==> src/rtl/turn_controller_if.sv <==
// Handshake/bus bundle between the input decode, the turn controller and
// the display/score logic.
interface turn_controller_if;
    logic       start;
    logic [7:0] start_val;
    logic       move_valid;
    logic [3:0] move_root;
    logic       move_ready;
    logic [7:0] game_state;
    logic       player;
    logic [7:0] p1_score;
    logic [7:0] p2_score;
    logic       move_error;
    logic       round_over;
    logic       match_over;

    modport master (
        output start, start_val, move_valid, move_root,
        input  move_ready, game_state, player, p1_score, p2_score,
               move_error, round_over, match_over
    );

    modport slave (
        input  start, start_val, move_valid, move_root,
        output move_ready, game_state, player, p1_score, p2_score,
               move_error, round_over, match_over
    );
endinterface

==> src/rtl/turn_controller.sv <==
// Subtract-a-Square match sequencer: accepts one move per turn, checks it
// against the pile, credits thermometer scores and ends the match.
module turn_controller #(
    parameter int WIN_SCORE = 5
) (
    input  logic              clk,
    input  logic              reset,
    turn_controller_if.slave  bus
);

    typedef enum logic [2:0] {
        IDLE,
        WAIT_MOVE,
        CHECK,
        SCORE,
        MATCH_OVER
    } state_e;

    // Thermometer pattern with WIN_SCORE ones filled from the MSB.
    localparam logic [7:0] WIN_MASK = ~(8'hFF >> WIN_SCORE);

    state_e     state_q, state_d;
    logic [7:0] game_state_q, game_state_d;
    logic       player_q, player_d;
    logic [7:0] p1_score_q, p1_score_d;
    logic [7:0] p2_score_q, p2_score_d;
    logic [7:0] start_lat_q, start_lat_d;
    logic [3:0] root_q, root_d;
    logic       move_ready_q, move_ready_d;
    logic       move_error_q, move_error_d;
    logic       round_over_q, round_over_d;
    logic       match_over_q, match_over_d;

    logic [7:0] sq;
    logic [7:0] remain;
    logic [7:0] win_new;

    always_comb begin
        state_d      = state_q;
        game_state_d = game_state_q;
        player_d     = player_q;
        p1_score_d   = p1_score_q;
        p2_score_d   = p2_score_q;
        start_lat_d  = start_lat_q;
        root_d       = root_q;
        move_error_d = 1'b0;
        round_over_d = 1'b0;
        sq           = {4'd0, root_q} * {4'd0, root_q};
        remain       = game_state_q - sq;
        win_new      = player_q ? {1'b1, p2_score_q[7:1]} : {1'b1, p1_score_q[7:1]};

        case (state_q)
            IDLE, MATCH_OVER: begin
                if (bus.start && (bus.start_val != 8'd0)) begin
                    start_lat_d  = bus.start_val;
                    game_state_d = bus.start_val;
                    player_d     = 1'b0;
                    p1_score_d   = 8'h00;
                    p2_score_d   = 8'h00;
                    state_d      = WAIT_MOVE;
                end
            end
            WAIT_MOVE: begin
                if (bus.move_valid) begin
                    root_d  = bus.move_root;
                    state_d = CHECK;
                end
            end
            CHECK: begin
                if ((root_q == 4'd0) || (sq > game_state_q)) begin
                    move_error_d = 1'b1;
                    state_d      = WAIT_MOVE;
                end else begin
                    game_state_d = remain;
                    if (remain != 8'd0) begin
                        player_d = ~player_q;
                        state_d  = WAIT_MOVE;
                    end else begin
                        state_d  = SCORE;
                    end
                end
            end
            SCORE: begin
                // The player who emptied the pile is still player_q.
                if (player_q) p2_score_d = win_new;
                else          p1_score_d = win_new;
                round_over_d = 1'b1;
                if (win_new == WIN_MASK) begin
                    state_d = MATCH_OVER;
                end else begin
                    game_state_d = start_lat_q;
                    player_d     = ~player_q;
                    state_d      = WAIT_MOVE;
                end
            end
            default: state_d = IDLE;
        endcase

        move_ready_d = (state_d == WAIT_MOVE);
        match_over_d = (state_d == MATCH_OVER);
    end

    always_ff @(posedge clk or posedge reset) begin
        if (reset) begin
            state_q      <= IDLE;
            game_state_q <= 8'd0;
            player_q     <= 1'b0;
            p1_score_q   <= 8'h00;
            p2_score_q   <= 8'h00;
            start_lat_q  <= 8'd0;
            root_q       <= 4'd0;
            move_ready_q <= 1'b0;
            move_error_q <= 1'b0;
            round_over_q <= 1'b0;
            match_over_q <= 1'b0;
        end else begin
            state_q      <= state_d;
            game_state_q <= game_state_d;
            player_q     <= player_d;
            p1_score_q   <= p1_score_d;
            p2_score_q   <= p2_score_d;
            start_lat_q  <= start_lat_d;
            root_q       <= root_d;
            move_ready_q <= move_ready_d;
            move_error_q <= move_error_d;
            round_over_q <= round_over_d;
            match_over_q <= match_over_d;
        end
    end

    assign bus.move_ready = move_ready_q;
    assign bus.game_state = game_state_q;
    assign bus.player     = player_q;
    assign bus.p1_score   = p1_score_q;
    assign bus.p2_score   = p2_score_q;
    assign bus.move_error = move_error_q;
    assign bus.round_over = round_over_q;
    assign bus.match_over = match_over_q;

endmodule

==> src/flat_wrapper.sv <==
// flat-port wrapper written by rule: the top's interface ports become plain ports
module turn_controller_flat 
#(
    parameter int WIN_SCORE = 5
)
  (clk, reset, bus_start, bus_start_val, bus_move_valid, bus_move_root, bus_move_ready, bus_game_state, bus_player, bus_p1_score, bus_p2_score, bus_move_error, bus_round_over, bus_match_over);
  turn_controller_if bus_i ();
  input  logic clk;
  input  logic reset;
  input wire logic [$bits(bus_i.start)-1:0] bus_start;
  input wire logic [$bits(bus_i.start_val)-1:0] bus_start_val;
  input wire logic [$bits(bus_i.move_valid)-1:0] bus_move_valid;
  input wire logic [$bits(bus_i.move_root)-1:0] bus_move_root;
  output wire logic [$bits(bus_i.move_ready)-1:0] bus_move_ready;
  output wire logic [$bits(bus_i.game_state)-1:0] bus_game_state;
  output wire logic [$bits(bus_i.player)-1:0] bus_player;
  output wire logic [$bits(bus_i.p1_score)-1:0] bus_p1_score;
  output wire logic [$bits(bus_i.p2_score)-1:0] bus_p2_score;
  output wire logic [$bits(bus_i.move_error)-1:0] bus_move_error;
  output wire logic [$bits(bus_i.round_over)-1:0] bus_round_over;
  output wire logic [$bits(bus_i.match_over)-1:0] bus_match_over;
  assign bus_i.start = bus_start;
  assign bus_i.start_val = bus_start_val;
  assign bus_i.move_valid = bus_move_valid;
  assign bus_i.move_root = bus_move_root;
  assign bus_move_ready = bus_i.move_ready;
  assign bus_game_state = bus_i.game_state;
  assign bus_player = bus_i.player;
  assign bus_p1_score = bus_i.p1_score;
  assign bus_p2_score = bus_i.p2_score;
  assign bus_move_error = bus_i.move_error;
  assign bus_round_over = bus_i.round_over;
  assign bus_match_over = bus_i.match_over;
  turn_controller #(.WIN_SCORE(WIN_SCORE)) u_core (.clk(clk), .reset(reset), .bus(bus_i));
endmodule
==> config.mk <==
export PLATFORM = sky130hd
export DESIGN_NAME = turn_controller_flat
export DESIGN_NICKNAME = d
export VERILOG_FILES = /design/src/rtl/turn_controller_if.sv /design/src/rtl/turn_controller.sv /design/src/flat_wrapper.sv
export SDC_FILE = /design/constraint.sdc
export NUM_CORES = 1
export LEC_CHECK = 0
export BUFFER_PORTS_ARGS = -buffer_cell sky130_fd_sc_hd__buf_4
export CAP_MARGIN = 5
export CORE_UTILIZATION = 40
export DETAILED_ROUTE_END_ITERATION = 6
export PLACE_DENSITY = 0.61
export SLEW_MARGIN = 20
export SYNTH_ARGS = -nofsm -noshare
export SYNTH_HDL_FRONTEND = slang
export SYNTH_SLANG_ARGS = --single-unit
export TNS_END_PERCENT = 10
==> constraint.sdc <==
create_clock -name clk -period 3.48 [get_ports clk]
set_input_delay 0.696 -clock clk [delete_from_list [all_inputs] [get_ports clk]]
set_output_delay 0.696 -clock clk [all_outputs]
set_load 0.1 [all_outputs]
==> results.sh <==
export IMPL_fillerInstances=581
export IMPL_synthAdderAreaFrac=0.05570
export IMPL_die_area_um2=6496
export IMPL_drv_slew=0
export IMPL_cts_reportedPaths_clkPinSlew_ps=80
export IMPL_grt_usage=0.1934
export IMPL_finalCriticalPeriod_ps=3009
export IMPL_ff2ff_setup_slack_ps=470
export IMPL_gp_congestion=0.8546
export IMPL_worstPathArrival_ps=3190
export IMPL_yosys_warnings=0
export IMPL_reg2reg_to="u_core.bus.player"
export IMPL_r2r_cells=12
export IMPL_wl_per_cell_um=14.89
export IMPL_floorplan_initialDensity=0.4149
export IMPL_multi_input_area_um2=1291
export IMPL_io_pins=45
export IMPL_hold_class="in -> async"
export IMPL_synth_edff_count=0
export IMPL_critPathKind="reg -> reg"
export IMPL_diodes=0
export IMPL_required_ps=3660
export IMPL_cts_resized_gates=0
export IMPL_synth_largest_area_cell="dfrtp_1"
export IMPL_area_growth_pct=20.51
export IMPL_slew_limit_headroom=0.4183
export IMPL_crit_path_end_kind="flip-flop"
export IMPL_synth_nets=282
export IMPL_ys_seq_area_frac=0.4456
export IMPL_drive_gt1_frac=0.2483
export IMPL_max_freq_mhz=332.4
export IMPL_synth_compound_area_frac=0.1403
export IMPL_cts_buffer_depth=2
export IMPL_antenna_found_initial=0
export IMPL_crit_path_start_kind="flip-flop"
export IMPL_rows=28
export IMPL_async_reset_ff_frac=1.000
export IMPL_hold_viol=0
export IMPL_grt_pass1_wl_mm=9.377
export IMPL_synth_cell_types=52
export IMPL_synth_top_area_share=0.4456
export IMPL_grt_pass1_vias=1951
export IMPL_rsz0062_at_grt="no"
export IMPL_maxCapViolCount=0
export IMPL_crit_fanout=8
export IMPL_hold_buffers=0
export IMPL_clock_sinks=44
export IMPL_dp_hpwl_mm=4.258
export IMPL_synth_area_per_cell_um2=9.691
export IMPL_die_height_um=80.60
export IMPL_root_buffer="clkbuf_8"
export IMPL_routed_wl_mm=5.615
export IMPL_cts_tree="built"
export IMPL_core_area_um2=5956
export IMPL_drc=0
export IMPL_dr_pass1_iters=4
export IMPL_numCtsBuffers=5
export IMPL_nNetsFinal=328
export IMPL_synth_seq_cells=44
export IMPL_synthesis_area_um2=2471
export IMPL_synth_top_family_by_area="simple AND/OR/NAND/NOR gates"
export IMPL_h_tree_depth=2
export IMPL_vias=1959
export IMPL_synth_mux_area_frac=0.07190
export IMPL_outcome="finished clean"
export IMPL_vias_per_cell=5.196
export IMPL_tns_ps=0
export IMPL_die_x_um=80.60
export IMPL_ant_nets=0
export IMPL_grt_start_max_net_pins=28
export IMPL_worstMarginPinSlew_ps=872.5
export IMPL_finClkSkew_ps=7.655
export IMPL_cts_setup_buffers=0
export IMPL_port_buffers=44
export IMPL_synth_cells=255
export IMPL_synth_area_top_cells="dfrtp_1, nand2_1, ha_1, mux2_2, nor2_1"
export IMPL_synthSimpleGateAreaFrac=0.2299
export IMPL_setup_viol=0
export IMPL_drt_iter0_drc=61
export IMPL_synth_main_ff_cell="dfrtp_1"
export IMPL_synth_xor_area_frac=0.02481
export IMPL_regArea_um2=1101
export IMPL_clk_latency_ps=300
export IMPL_r2r_start="u_core.root_q[0]"
export IMPL_overflow=0
export IMPL_fin_crit_sh=0.8646
-- layer usage --
layer	global-route usage	routed length, µm
met1	0.2479	2712
met2	0.3220	2609
met3	0.03864	220
met4	0.06786	73
met5	0	0
-- cells in the mapped netlist, types with 3 or more instances --
cell and number:
o21ai_1 8, and2_1 7, a21oi_1 8, xnor2_1 5, and3_1 3, o211ai_1 7, nor2_1 16, mux2_1 3
mux2_2 11, nor2b_1 5, clkbuf_1 4, inv_1 8, dfrtp_1 44, ha_1 11, o21ai_0 8, nand2b_1 5
nand3_1 7, nand4b_1 5, nand2_1 42, nor4_1 3, buf_2 3
-- flip-flops by register name, summed over array words and instances (netlist names) --
signal	flops
u_core.state_q	3
u_core.bus.move_error	1
u_core.bus.round_over	1
u_core.root_q	4
u_core.bus.player	1
u_core.bus.move_ready	1
u_core.start_lat_q	8
u_core.bus.p2_score	8
u_core.bus.match_over	1
u_core.bus.game_state	8
u_core.bus.p1_score	8
-- cells in the final DEF, fill, tap and decap left out, types with 8 or more instances in the layout --
| master | Yosys | final |
|---|---|---|
| dfrtp_1 | 44 | 44 |
| buf_4 | 1 | 49 |
| o21ai_0 | 8 | 8 |
| o21ai_1 | 8 | 8 |
| nor2_1 | 16 | 16 |
| ha_1 | 11 | 11 |
| mux2_2 | 11 | 11 |
| nand2_1 | 42 | 42 |
| a21oi_1 | 8 | 8 |
-- per-stage QoR --
stage                     setup WS [ps]  cell area [µm²]  cells  hold WS, ps    util
after floorplan                   668.3             2471    255        464.6       -
after global placement            561.0             2888    369        476.1  0.4849
after detailed placement          480.3             2888    369        485.1  0.4849
after CTS                         472.7             2978    377        426.4  0.5000
after global routing              259.5             2978    377        456.5  0.5000
final                             471.1             2978    377        417.0  0.5000
-- cell families (layout without fill, tap and decap cells) --
| kind of cell | Yosys count | after routing |
|---|---|---|
| xor+xnor | 7 | 7 |
| compound gates | 50 | 50 |
| buf+inv | 19 | 66 |
| mux | 16 | 16 |
| flops | 44 | 44 |
| simple gates | 108 | 108 |
| fa+ha+maj | 11 | 11 |
-- worst max-delay path, stage by stage (launching register included) --
cell and delay, ps:
dfrtp_1 450, and2_1 190, ha_1 320, a21o_1 170
a21oi_1 160, xnor2_1 100, ha_1 370, o211ai_1 100
or3_1 380, o211ai_1 120, nand4_1 140, nand2_1 100
mux2_1 310
-- worst max path at each step --
stage	start	end	slack, ps	depth (start not counted)
after floorplan	u_core.bus.game_state[2]	u_core.bus.player	670	8
after global placement	u_core.root_q[0]	u_core.bus.player	560	12
after detailed placement	u_core.root_q[0]	u_core.bus.player	480	12
after CTS	u_core.root_q[0]	u_core.bus.player	470	12
after global routing	u_core.root_q[0]	u_core.bus.player	260	12
final	u_core.root_q[0]	u_core.bus.player	470	12
-- layout make-up --
class	instances	share of cell area
Clock buffer	8	0.03025
Sequential cell	44	0.3697
Inverter	9	0.01134
Tap cell	75	0.03151
Timing Repair Buffer	49	0.1235
Multi-Input combinational cell	192	0.4336
Power is not shown: default switching activity piles up to over one toggle a cycle in this logic, so the estimate is an artifact.
